[src/rtl/alu_cmd_responder.sv]
// rtl/alu_cmd_responder.sv - command/response wrapper that drives a combinational ALU and queues its results
//
// Accepts {a, b, opcode, mode} on a valid/ready command stream. Each accepted command is
// registered onto the ALU inputs. The inputs are held for SETTLE_CYCLES edges. The ALU result
// and flags are then captured into a first-word-fall-through response FIFO. A valid/ready
// response stream drains that FIFO.
//
// Parameters: SETTLE_CYCLES (>=1) edges the ALU inputs are held before capture,
//             RSP_DEPTH (power of two, >=2) response FIFO entries.
// Ports:      clk, rst_n (synchronous, active low)
//             cmd_valid/cmd_ready/cmd_a/cmd_b/cmd_opcode/cmd_mode   command stream
//             alu_a/alu_b/alu_opcode/alu_mode                         registered ALU drive
//             alu_out/alu_flags {za,zb,eq,gt,lt}                      ALU result inputs
//             rsp_valid/rsp_ready/rsp_data/rsp_flags                  response stream
//             busy                                                    op in flight or FIFO non-empty
// Optional:   ALU_RSP_TAG_EN adds cmd_tag/rsp_tag (4 bits). The tag travels with its response.
module alu_cmd_responder #(
    parameter int SETTLE_CYCLES = 1,
    parameter int RSP_DEPTH     = 4
) (
    input  logic        clk,
    input  logic        rst_n,
    input  logic        cmd_valid,
    output logic        cmd_ready,
    input  logic [15:0] cmd_a,
    input  logic [15:0] cmd_b,
    input  logic [2:0]  cmd_opcode,
    input  logic        cmd_mode,
`ifdef ALU_RSP_TAG_EN
    input  logic [3:0]  cmd_tag,
    output logic [3:0]  rsp_tag,
`endif
    output logic [15:0] alu_a,
    output logic [15:0] alu_b,
    output logic [2:0]  alu_opcode,
    output logic        alu_mode,
    input  logic [31:0] alu_out,
    input  logic [4:0]  alu_flags,
    output logic        rsp_valid,
    input  logic        rsp_ready,
    output logic [31:0] rsp_data,
    output logic [4:0]  rsp_flags,
    output logic        busy
);

    localparam int PW = $clog2(RSP_DEPTH);
    localparam int CW = PW + 1;
    localparam int SW = (SETTLE_CYCLES > 1) ? $clog2(SETTLE_CYCLES) : 1;
    localparam logic [SW-1:0] SETTLE_INIT = SW'(SETTLE_CYCLES - 1);
    localparam logic [CW-1:0] DEPTH_C     = CW'(RSP_DEPTH);

    typedef enum logic {IDLE, DRIVE} state_t;

    state_t        state, state_nxt;
    logic [SW-1:0] settle_cnt;
    logic [PW-1:0] wr_ptr, rd_ptr;
    logic [CW-1:0] count;
    logic [31:0]   mem_data  [RSP_DEPTH];
    logic [4:0]    mem_flags [RSP_DEPTH];
    logic          accept, push, pop;

`ifdef ALU_RSP_TAG_EN
    logic [3:0]    tag_q;
    logic [3:0]    mem_tag [RSP_DEPTH];
`endif

    // A FIFO slot is reserved at accept time. The capture in DRIVE therefore always finds room.
    assign cmd_ready = rst_n && (state == IDLE) && (count < DEPTH_C);
    assign rsp_valid = (count != '0);
    assign pop       = rsp_valid && rsp_ready;
    assign busy      = (state != IDLE) || (count != '0);

    always_comb begin
        state_nxt = state;
        accept    = 1'b0;
        push      = 1'b0;
        case (state)
            IDLE: begin
                if (cmd_valid && cmd_ready) begin
                    accept    = 1'b1;
                    state_nxt = DRIVE;
                end
            end
            DRIVE: begin
                if (settle_cnt == '0) begin
                    push      = 1'b1;
                    state_nxt = IDLE;
                end
            end
            default: state_nxt = IDLE;
        endcase
    end

    always_ff @(posedge clk) begin
        if (!rst_n) begin
            state <= IDLE;
        end else begin
            state <= state_nxt;
        end
    end

    always_ff @(posedge clk) begin
        if (!rst_n) begin
            alu_a      <= '0;
            alu_b      <= '0;
            alu_opcode <= '0;
            alu_mode   <= 1'b0;
            settle_cnt <= '0;
            wr_ptr     <= '0;
            rd_ptr     <= '0;
            count      <= '0;
`ifdef ALU_RSP_TAG_EN
            tag_q      <= '0;
`endif
        end else begin
            // The alu_* registers keep the last operands after capture, so the ALU outputs stay quiet.
            if (accept) begin
                alu_a      <= cmd_a;
                alu_b      <= cmd_b;
                alu_opcode <= cmd_opcode;
                alu_mode   <= cmd_mode;
                settle_cnt <= SETTLE_INIT;
`ifdef ALU_RSP_TAG_EN
                tag_q      <= cmd_tag;
`endif
            end else if (state == DRIVE && settle_cnt != '0) begin
                settle_cnt <= settle_cnt - 1'b1;
            end
            // RSP_DEPTH is a power of two. The pointers therefore wrap naturally.
            if (push) wr_ptr <= wr_ptr + 1'b1;
            if (pop)  rd_ptr <= rd_ptr + 1'b1;
            case ({push, pop})
                2'b10:   count <= count + 1'b1;
                2'b01:   count <= count - 1'b1;
                default: count <= count;
            endcase
        end
    end

    // The storage needs no reset. The head is gated to zero while the FIFO is empty.
    always_ff @(posedge clk) begin
        if (push) begin
            mem_data[wr_ptr]  <= alu_out;
            mem_flags[wr_ptr] <= alu_flags;
`ifdef ALU_RSP_TAG_EN
            mem_tag[wr_ptr]   <= tag_q;
`endif
        end
    end

    assign rsp_data  = rsp_valid ? mem_data[rd_ptr]  : '0;
    assign rsp_flags = rsp_valid ? mem_flags[rd_ptr] : '0;
`ifdef ALU_RSP_TAG_EN
    assign rsp_tag   = rsp_valid ? mem_tag[rd_ptr]   : '0;
`endif

endmodule

[config.mk]
export PLATFORM = sky130hd
export DESIGN_NAME = alu_cmd_responder
export DESIGN_NICKNAME = d
export VERILOG_FILES = /design/src/rtl/alu_cmd_responder.sv
export SDC_FILE = /design/constraint.sdc
export NUM_CORES = 1
export LEC_CHECK = 0
export ABC_AREA = 0
export BUFFER_PORTS_ARGS = -buffer_cell sky130_fd_sc_hd__buf_2
export CORE_MARGIN = 2
export CORE_UTILIZATION = 25
export DETAILED_ROUTE_END_ITERATION = 10
export MAX_ROUTING_LAYER = met4
export PLACE_DENSITY = 0.54
export SYNTH_ARGS = -nofsm -noshare
export SYNTH_HDL_FRONTEND = slang
export SYNTH_SLANG_ARGS = --single-unit
export TNS_END_PERCENT = 50
[constraint.sdc]
create_clock -name clk -period 2.8 [get_ports clk]
set_clock_uncertainty 0.2 [all_clocks]
set_input_delay 0.84 -clock clk [delete_from_list [all_inputs] [get_ports clk]]
set_output_delay 0.84 -clock clk [all_outputs]
set_load 0.005 [all_outputs]
Yosys cells after proc, flatten, opt, wreduce, memory -nomap -nowiden
Memories as Yosys holds them, arrays and structs flattened. A register that Yosys moved wholly into a read port is not among the register bits.
Cells that the tools add are included.
{"block": "totals", "mem_count": 2, "output_inout_bits": 76, "ram_bits": 148, "reg_bits": 45, "input_bits": 77}
{"name": "mem_data", "words": 4, "word_bits": 32, "read_ports": 1, "rd_ports_with_merged_regs": 1, "write_ports": 1, "line": "58", "source": "logic [31:0] mem_data [RSP_DEPTH];"}
{"name": "mem_flags", "words": 4, "word_bits": 5, "read_ports": 1, "rd_ports_with_merged_regs": 1, "write_ports": 1, "line": "59", "source": "logic [4:0] mem_flags [RSP_DEPTH];"}
{"block": "op_classes", "n_bitwise": 2, "n_eq_ne": 2, "muxes": 15, "add_sub_neg": 5, "order_cmp": 1, "n_reduce_logical": 9}
{"op": "$mux 32", "n": 1}
{"op": "$mux 2", "n": 4}
{"op": "$mux 1", "n": 7}
{"op": "$pmux 3 s2", "n": 1}
{"op": "$logic_and 1x1->1", "n": 5}
{"op": "$mux 5", "n": 1}
{"op": "$add 2x1->2 const B", "n": 2}
{"op": "$add 3x1->3 const B", "n": 1}
{"op": "$lt 3x3->1 const B", "n": 1}
{"op": "$reduce_bool 3->1", "n": 1}
{"op": "$sub 3x1->3 const B", "n": 1}
{"op": "$eq 2x1->1 const B", "n": 1}
{"op": "$eq 2x2->1 const B", "n": 1}
{"op": "$not 1->1", "n": 2}
{"op": "$pmux 1 s2", "n": 1}
{"op": "$reduce_bool 2->1", "n": 1}
{"op": "$reduce_or 2->1", "n": 1}
{"op": "$logic_or 1x1->1", "n": 1}
{"op": "$sub 1x1->1 const B", "n": 1}

Depth between registers and ports, before layout
Gate-level depths: netlist of the first run.
{"block": "logic_depth", "ltp_word": 7, "depth_mapped": 9}

Worst setup path before layout of the first run
Ideal clock, no wire load.
{"block": "synth_timing", "kind": "input -> output", "from": "input port rst_n", "to": "output port cmd_ready", "arrival_ns": 1.452, "stages": 3, "n_path_buf": 2, "required_ns": 1.760, "path_slack_ns": 0.308, "path_cell_list": "buf_2 clkbuf_1 nor3b_1"}
{"block": "synth_between", "elab_chain_cells": 2}
{"item": "from (decl)", "line": "22", "source": "input logic rst_n,"}
{"item": "$logic_and 1x1->1 (2 in series)", "line": "68", "source": "assign cmd_ready = rst_n && (state == IDLE) && (count < DEPTH_C);"}
{"item": "to (decl)", "line": "24", "source": "output logic cmd_ready,"}
No other way between the ends.

==> out/results.ini, run 1 <==
[grt]
grt_first_pass_wirelength_mm=24.2
maximum_number_of_pins_on_one_net_before_global_route_repair=47
grt_residual_overflow=0
antenna_found_initial=2
via_count_of_the_first_global_routing_pass=4322
grt_use_total=0.106

[route]
antenna_left=0
iteration_0_drc_count_of_the_detailed_router=218
num_vias=4172
dr.pass1.iters=4
remaining_drc_errors=0
post_drt_wl_per_cell_um=15.3
postRouteWirelength_mm=15.5
vias_per_std_cell=4.11

[clock_tree]
numClockSinks=195
cts_hold_buffers=0
clock_tree.root_cell=sky130_fd_sc_hd__clkbuf_16
clk_path_buf_depth=2
numCtsBuffers=17
tritoncts=yes
htreeDepth=4
worstSkewPairLatency_ps=410
clk_pin_slew_ps=80

[critical_path]
setup.worst_path.class=reg2out
critical_path.max_fanout=5
cp_slowest_cell=sky130_fd_sc_hd__mux4_2
rr_endpoint=count[2]
r2r_cells=8
signal_arrival_time_at_the_worst_endpoint_ps=1860
r2r-start=count[2]
critical-path-max-stage-delay_ps=510
worstSetupEndpoint=rsp_data[27]
critPathRequiredTime_ps=1760
endpoint_kind=primary output
critPathLaunchType=flip-flop
crit_top_cell=sky130_fd_sc_hd__buf_12
reg2reg_setup_slack_ps=530
crit_chain=buf_12, buf_12, mux4_2, nor2b_4, buf_2

[floorplanning]
floorplan.initialDensity=0.256
placementRows=62
coreArea_um2=28900
floorplan.die_area_um2=30900
design.portCount=153
die-height_um=176
fp.dieW_um=176

[power_and_ir_drop]
power_total_uw=6860
power.leakage_uw=0.00337
power_density_nw_per_um2=731
worst_ir_drop_vdd_v=0.000456

[synthesis]
synthesis.area_per_instance_um2=16.4
ys.flop_type=sky130_fd_sc_hd__edfxtp_1
synthCells=450
asyncSetResetFlopFracSynth=0
synth_enable_flop_cells=148
share_of_the_yosys_chip_area_belonging_to_registers=0.729
synth_top_cell_area_share=0.602
synth-seq-cells=195
netlist_area_um2=7380
synthTopCellsByArea=sky130_fd_sc_hd__edfxtp_1 60%, sky130_fd_sc_hd__dfxtp_1 13%, sky130_fd_sc_hd__mux4_2 11%, sky130_fd_sc_hd__nand2_1 3.8%, sky130_fd_sc_hd__nor2b_1 3.5%
synth_nets=533
synth_top_cell_by_area=sky130_fd_sc_hd__edfxtp_1
ys_warn_count=0
netlist-cell-type-count=26

[timing]
finalMaxSlewViolations=0
worst_slew_slack_as_a_fraction_of_its_limit=0.725
finalSetupViolations=35
final_min_period_over_clock_period=1.04
min_period_ps=2900
max_slew.worst_pin.slew_ps=412
hold_slack_ps=255
hold_viol_final=0
max_clock_freq_ghz=0.345
layout_setup_ws_ps=-101
unrepaired_setup_endpoints_after_global_routing=true

[placed_design]
placement.setup.worst_slack_ps=149
dpl.hpwl_mm=9.80
detailed_place.area_um2=8700
io_buffer_count=152
routabilityCongestion=0.679

[finish]
most_common_library_cell_in_the_layout_ignoring_fill_and_taps=sky130_fd_sc_hd__buf_2
nNetsFinal=699
final_cell_mix=152 x sky130_fd_sc_hd__buf_2, 148 x sky130_fd_sc_hd__edfxtp_1, 75 x sky130_fd_sc_hd__nand2_1, 45 x sky130_fd_sc_hd__dfxtp_1, 41 x sky130_fd_sc_hd__o21ai_0
final_layout_size_suffix_gt1_frac=0.404
area_growth_syn_to_layout_pct=27.2
finish.instance_area_um2=9390

[hold_path]
min-delay-path-class=reg2reg

[run_status]
run_status=finished, violations left
violations=setup timing

[run]
maxCapViolations=0

synth_stat cells, types with 4 or more instances:
cell                       count
sky130_fd_sc_hd__edfxtp_1    148
sky130_fd_sc_hd__nand2_1      75
sky130_fd_sc_hd__dfxtp_1      47
sky130_fd_sc_hd__nor2b_1      41
sky130_fd_sc_hd__o21ai_0      41
sky130_fd_sc_hd__mux4_2       37
sky130_fd_sc_hd__clkbuf_1     11
sky130_fd_sc_hd__buf_2        10
sky130_fd_sc_hd__and2_1        7
sky130_fd_sc_hd__inv_1         7
sky130_fd_sc_hd__ha_1          5
sky130_fd_sc_hd__buf_6         4
where the power goes:
part	internal, µW	leakage [µW]	switching, µW
Sequential	3200	0.00172	61.6
Combinational	722	0.00139	664
Clock	1150	0.000251	1060
metrics by stage:
| stage | std cells | util | TNS [ps] |
|---|---|---|---|
| 4_1_cts | 1015 | 0.326 | -4600 |
| 2_1_floorplan | 450 | - | 0 |
| 6_report | 1015 | 0.325 | -1830 |
| 3_5_place_dp | 975 | 0.301 | 0 |
| 3_3_place_gp | 975 | 0.301 | 0 |
| 5_1_grt | 1015 | 0.325 | -5970 |
sequential cells by signal, indices dropped and copies added, names as in the netlist, 2 cells and up, named ones only:
signal	cells
alu_opcode	3
alu_a	16
count	3
mem_data	128
mem_flags	20
wr_ptr	2
alu_b	16
rd_ptr	2
final cells by class:
class	count	area, µm²
inverters	7	26.3
repair buffers	173	1060
clock inverters	10	80.1
fillers	2869	19500
well taps	384	480
diodes	2	5.00
flip-flops and latches	195	5390
clock buffers	22	444
multi-input cells	222	1900
critical path: cells and delay by family (launching register included):
family | cells | cell delay [ps]
buf+inv | 3 | 380
flops | 1 | 420
mux | 1 | 510
simple gates | 1 | 140
routing by layer:
layer,track usage,vias to the layer above,share of wire
met3,0.0377,6,0.063
li1,-,1987,-
met1,0.129,2049,0.45
met5,-,-,0
met2,0.172,130,0.48
met4,0.0217,0,0.0068
cells by family (layout without fill, tap and decap cells):
family,Yosys count,count (layout),synth area share
mux,38,38,0.114
other cells,0,2,0
simple gates,131,131,0.0883
fa+ha+maj,6,6,0.0112
xor+xnor,3,3,0.00356
compound gates,44,44,0.0305
buf+inv,33,212,0.0227
flops,195,195,0.729
repair_timing:
| item | in CTS | in global routing |
|---|---|---|
| gates cloned | 2 | 0 |
| buffers inserted | 6 | 0 |
| setup endpoints to repair | 32 | 38 |
| gates resized for setup | 21 | 7 |
how the worst min path moves through the flow:
stage / startpoint / end / slack (ps) / cells after the start
5_1_grt: alu_a[5] / alu_a[5] / 280 / 2
3_3_place_gp: alu_b[3] / alu_b[3] / 240 / 2
3_5_place_dp: alu_b[1] / alu_b[1] / 250 / 2
2_1_floorplan: alu_a[0] / alu_a[0] / 250 / 2
6_report: alu_b[1] / alu_b[1] / 250 / 2
4_1_cts: alu_b[1] / alu_b[1] / 260 / 2
(Power assumes the default switching activity.)
==> run 2, diff against run 1 <==
- CORE_UTILIZATION: 25 -> 54
- PLACE_DENSITY: 0.54 -> 0.9
==> out/results.ini, run 2 (synthesized netlist as in run 1, its figures left out) <==
[finish]
largest_reg_flops=128  ; unchanged
final_layout_size_suffix_gt1_frac=0.409  ; +0.00470
finish.utilization=0.696  ; +0.371
nNetsFinal=704  ; +0.72%
insertedDiodeCount=0  ; -2
final_cell_mix=151 x sky130_fd_sc_hd__buf_2, 148 x sky130_fd_sc_hd__edfxtp_1, 75 x sky130_fd_sc_hd__nand2_1, 45 x sky130_fd_sc_hd__dfxtp_1, 41 x sky130_fd_sc_hd__o21ai_0
fill_cells=859  ; -70%
layout_top_registers=mem_data x128, mem_flags x20
area_growth_syn_to_layout_pct=25.3
final_cell_count_no_fill=810  ; -20%
most_common_library_cell_in_the_layout_ignoring_fill_and_taps=sky130_fd_sc_hd__buf_2
largest_register=mem_data

[clock_tree]
clk_path_buf_depth=2  ; unchanged
htreeDepth=4  ; unchanged
clock_tree.root_cell=sky130_fd_sc_hd__clkbuf_16
cts_hold_buffers=0  ; unchanged
numCtsBuffers=17  ; unchanged
clk_pin_slew_ps=60  ; -20 ps
tritoncts=yes
numClockSinks=195  ; unchanged
worstSkewPairLatency_ps=430  ; +20 ps

[route]
post_drt_wl_per_cell_um=17.6  ; +15%
dr.pass1.iters=4  ; unchanged
remaining_drc_errors=0  ; unchanged
vias_per_std_cell=5.26  ; +28%
num_vias=4263  ; +2.2%
antenna_left=0  ; unchanged
iteration_0_drc_count_of_the_detailed_router=269  ; +23%
postRouteWirelength_mm=14.3  ; -8.0%

[timing]
hold_slack_ps=257  ; +2.19 ps
finalSetupViolations=34  ; -2.9%
finalMaxSlewViolations=0  ; unchanged
worst_slew_slack_as_a_fraction_of_its_limit=0.639  ; -0.0865
unrepaired_setup_endpoints_after_global_routing=true
min_period_ps=2930  ; +23.9 ps
max_clock_freq_ghz=0.342  ; -0.82%
layout_setup_ws_ps=-125  ; -23.9 ps
tns_ps=-2280  ; -446 ps
hold_viol_final=0  ; unchanged
final_min_period_over_clock_period=1.04  ; +0.00852
max_slew.worst_pin.slew_ps=542  ; +130 ps

[power_and_ir_drop]
power_total_uw=7200  ; +4.9%
flop_pwr_share=0.453  ; -0.023
power_frac_comb=0.194  ; -0.008
sw_frac_of_total=0.241  ; -0.0188
total_switching_power_uw=1740  ; -2.7%
power_frac_clock=0.352  ; +0.029
power_density_nw_per_um2=778  ; +6.4%
power_report.internal_total_uw=5460  ; +7.6%
power.leakage_uw=0.00343  ; +2.0%
worst_ir_drop_vdd_v=0.000390  ; -14%

[grt]
grt_use_total=0.215  ; +0.109
grt_first_pass_wirelength_mm=22.5  ; -7.0%
antenna_found_initial=0  ; -2
grt_residual_overflow=0  ; unchanged
maximum_number_of_pins_on_one_net_before_global_route_repair=73  ; +55%
via_count_of_the_first_global_routing_pass=4374  ; +1.2%

[run]
maxCapViolations=0  ; unchanged

[hold_path]
min-delay-path-class=reg2reg
holdPathStages=2  ; unchanged

[floorplanning]
die-height_um=121  ; -31%
placementRows=42  ; -32%
coreArea_um2=13300  ; -54%
design.portCount=153  ; unchanged
floorplan.die_area_um2=14600  ; -53%
fp.dieW_um=121  ; -31%
floorplan.initialDensity=0.555  ; +0.299

[critical_path]
endpoint_kind=primary output
r2r_cells=8  ; unchanged
critPathLaunchType=flip-flop
critical_path.max_fanout=7  ; +2
critPathRequiredTime_ps=1760  ; about the same
signal_arrival_time_at_the_worst_endpoint_ps=1890  ; +30 ps
setup.worst_path.class=reg2out

[run_status]
run_status=finished, violations left
violations=setup timing

[placed_design]
dpl.hpwl_mm=8.93  ; -8.9%
place_inst=772  ; -21%
io_buffer_count=152  ; unchanged
routabilityCongestion=0.757  ; +11%

[run 2: changes by cell type in the layout (fill, tap and decap cells not counted), sizes merged]
cell      delta
clkinv       -2
clkbuf       -4
diode        -2
clkinvlp     +1
inv          +1
bufinv       +4
buf          +5
[run 2: timing repair]
action | CTS | global route
setup buffers | 6 | 0
endpoints found under the setup margin | 37 | 37
cloned | 1 | 0
gates resized for setup | 18 | 0
[run 2: cell type report]
class | instances | area [µm²] | share of cell area
clock buffer | 18 | 429 | 0.0464
clock inverter | 14 | 198 | 0.0214
inverter | 7 | 26.3 | 0.00284
multi-input combinational | 222 | 1880 | 0.203
sequential | 195 | 5390 | 0.583
tap | 176 | 220 | 0.0238
timing repair buffer | 178 | 1110 | 0.120
[run 2: final timing paths]
| path | to | slack, ps | from |
|---|---|---|---|
| hold reg to reg | alu_opcode[1] | 260 | alu_opcode[1] |
| setup / recovery | rsp_data[3] | -130 | flip-flop |
| setup reg to reg | count[2] | 490 | count[2] |
| hold / removal | alu_opcode[1] | 260 | alu_opcode[1] |
[run 2: stage by stage]
| stage | setup slack, ps | instance area, µm² |
|---|---|---|
| 2_1_floorplan | 308 | 7380 |
| 3_3_place_gp | 128 | 8470 |
| 3_5_place_dp | 68.8 | 8470 |
| 4_1_cts | -135 | 9250 |
| 5_1_grt | -182 | 9250 |
| 6_report | -125 | 9250 |
[run 2: per-layer routing]
metal,vias up,part of all wire,GRT usage
met5,-,0,-
met4,0,0.015,0.0763
met3,16,0.068,0.0493
met2,170,0.51,0.357
met1,2078,0.41,0.262
li1,1999,-,-
[run 2: critical path, cell delays in order (launching register included)]
cell,delay (ps)
sky130_fd_sc_hd__dfxtp_4,390
sky130_fd_sc_hd__buf_12,150
sky130_fd_sc_hd__buf_12,130
sky130_fd_sc_hd__mux4_2,520
sky130_fd_sc_hd__nor2b_4,140
sky130_fd_sc_hd__buf_2,130
[run 2: power by group through the flow]
stage | registers (µW) | logic, µW | clock network [µW]
2_1_floorplan | 3310 | 716 | 0
3_3_place_gp | 3340 | 1200 | 0
3_5_place_dp | 3350 | 1240 | 0
4_1_cts | 3260 | 1430 | 2580
5_1_grt | 3270 | 1540 | 2700
6_report | 3260 | 1400 | 2540
==> run 3, diff against run 2 <==
- SKIP_CTS_REPAIR_TIMING: default -> 1
- SLEW_MARGIN: default -> 10
==> out/results.ini, run 3 (synthesized netlist as in run 1, its figures left out) <==
[timing]
unrepaired_setup_endpoints_after_global_routing=true
worst_slew_slack_as_a_fraction_of_its_limit=0.641  ; +0.00176
tns_ps=-2100  ; +175 ps
hold_viol_final=0  ; unchanged
max_slew.worst_pin.slew_ps=539  ; -2.64 ps
finalMaxSlewViolations=0  ; unchanged
layout_setup_ws_ps=-99.3  ; +25.9 ps
max_clock_freq_ghz=0.345  ; +0.89%
final_min_period_over_clock_period=1.04  ; -0.00927
finalSetupViolations=37  ; +8.8%
min_period_ps=2900  ; -25.9 ps

[critical_path]
critPathBufInv=3  ; unchanged
crit_chain=buf_12, buf_4, mux4_2, nor2b_2, buf_2
critical-path-max-stage-delay_ps=500  ; -20 ps
cp_slowest_cell=sky130_fd_sc_hd__mux4_2
crit_family=multiplexers
endpoint_kind=primary output
r2r-start=count[2]
setup.worst_path.class=reg2out
critical_path.max_fanout=5  ; -2
critPathLaunchType=flip-flop
timing.critical_path.depth=5  ; unchanged
critPathRequiredTime_ps=1760  ; about the same
r2r_cells=8  ; unchanged
signal_arrival_time_at_the_worst_endpoint_ps=1860  ; -30 ps

[run_status]
run_status=finished, violations left
violations=setup timing

[grt]
via_count_of_the_first_global_routing_pass=4344  ; -0.69%
antenna_found_initial=0  ; unchanged
grt_residual_overflow=0  ; unchanged
grt_first_pass_wirelength_mm=22.3  ; -1.1%
grt_use_total=0.213  ; -0.00228
maximum_number_of_pins_on_one_net_before_global_route_repair=73  ; unchanged

[finish]
largest_register=mem_data
most_common_library_cell_in_the_layout_ignoring_fill_and_taps=sky130_fd_sc_hd__buf_2
largest_reg_flops=128  ; unchanged
layout_top_registers=mem_data x128, mem_flags x20
nNetsFinal=706  ; +0.28%
finish.instance_area_um2=9270  ; +0.15%
final_layout_size_suffix_gt1_frac=0.410  ; +0.00186
insertedDiodeCount=0  ; unchanged
area_growth_syn_to_layout_pct=25.5
final_cell_mix=152 x sky130_fd_sc_hd__buf_2, 148 x sky130_fd_sc_hd__edfxtp_1, 75 x sky130_fd_sc_hd__nand2_1, 45 x sky130_fd_sc_hd__dfxtp_1, 41 x sky130_fd_sc_hd__o21ai_0

[run]
maxCapViolations=0  ; unchanged

[route]
vias_per_std_cell=5.27  ; +0.22%
post_drt_wl_per_cell_um=17.7  ; +0.36%
remaining_drc_errors=0  ; unchanged
postRouteWirelength_mm=14.3  ; +0.61%
dr.pass1.iters=4  ; unchanged
antenna_left=0  ; unchanged
iteration_0_drc_count_of_the_detailed_router=300  ; +12%
num_vias=4283  ; +0.47%

[floorplanning]
design.portCount=153  ; unchanged
coreArea_um2=13300  ; unchanged
floorplan.initialDensity=0.555  ; unchanged
placementRows=42  ; unchanged
die-height_um=121  ; unchanged
fp.dieW_um=121  ; unchanged
floorplan.die_area_um2=14600  ; unchanged

[clock_tree]
clock_tree.root_cell=sky130_fd_sc_hd__clkbuf_16
numCtsBuffers=17  ; unchanged
htreeDepth=4  ; unchanged
worstSkewPairLatency_ps=430  ; about the same
clk_pin_slew_ps=60  ; about the same
clk_path_buf_depth=2  ; unchanged
tritoncts=yes
numClockSinks=195  ; unchanged

[placed_design]
routabilityCongestion=0.757  ; unchanged
detailed_place.area_um2=8470  ; unchanged
dpl.hpwl_mm=8.93  ; unchanged
io_buffer_count=152  ; unchanged

[hold_path]
min-delay-path-class=reg2reg
hp-start=alu_opcode[1]
holdPathStages=2  ; unchanged

[power_and_ir_drop]
power_density_nw_per_um2=779  ; about the same
worst_ir_drop_vdd_v=0.000389  ; -0.12%
power.leakage_uw=0.00345  ; +0.33%

run 3: cell types whose count changed in the layout (fill, tap and decap cells not counted):
cell | previous run | this run
sky130_fd_sc_hd__buf_6 | 8 | 5
sky130_fd_sc_hd__buf_4 | 10 | 12
sky130_fd_sc_hd__buf_8 | 0 | 2
sky130_fd_sc_hd__buf_16 | 1 | 0
sky130_fd_sc_hd__buf_2 | 151 | 152
sky130_fd_sc_hd__clkbuf_16 | 17 | 18
run 3: final cells by class:
cell class | instances | area [µm²]
sequential | 195 | 5390
fill | 853 | 4030
multi-input combinational | 222 | 1880
timing repair buffer | 180 | 1120
clock buffer | 18 | 429
tap | 176 | 220
clock inverter | 14 | 198
inverter | 7 | 26.3
run 3: power breakdown:
part / switching, µW / total, µW / internal [µW]
logic: 660 / 1420 / 760
registers: 57.5 / 3260 / 3200
clock network: 1030 / 2530 / 1510
total: 1740 / 7210 / 5470
run 3: path summary, 6_finish.rpt:
check,to,slack [ps]
worst max-delay path,rsp_data[17],-100
worst max register to register,count[2],500
worst min register to register,alu_opcode[1],260
worst min-delay path,alu_opcode[1],260
run 3: worst min-delay path, cell delays in order, from the launching register on:
cell and delay, ps:
sky130_fd_sc_hd__dfxtp_1 310, sky130_fd_sc_hd__nand2_1 50, sky130_fd_sc_hd__o21ai_0 60
run 3: stage by stage:
stage,util,power (µW),worst slack (ps),hold WS (ps),cells
6_report,0.697,7210,-99.3,257,812
5_1_grt,0.697,7530,-158,273,812
4_1_cts,0.684,7110,-443,259,804
3_5_place_dp,0.637,4590,68.8,251,772
3_3_place_gp,0.637,4540,128,242,772
2_1_floorplan,-,4020,308,252,450
run 3: routing by layer:
| metal | global-route usage | wire [µm] | vias to the layer above |
|---|---|---|---|
| met5 | - | 0 | - |
| met4 | 0.0763 | 159 | 0 |
| met3 | 0.0493 | 974 | 11 |
| met2 | 0.355 | 7340 | 188 |
| met1 | 0.257 | 5860 | 2082 |
| li1 | - | - | 2002 |
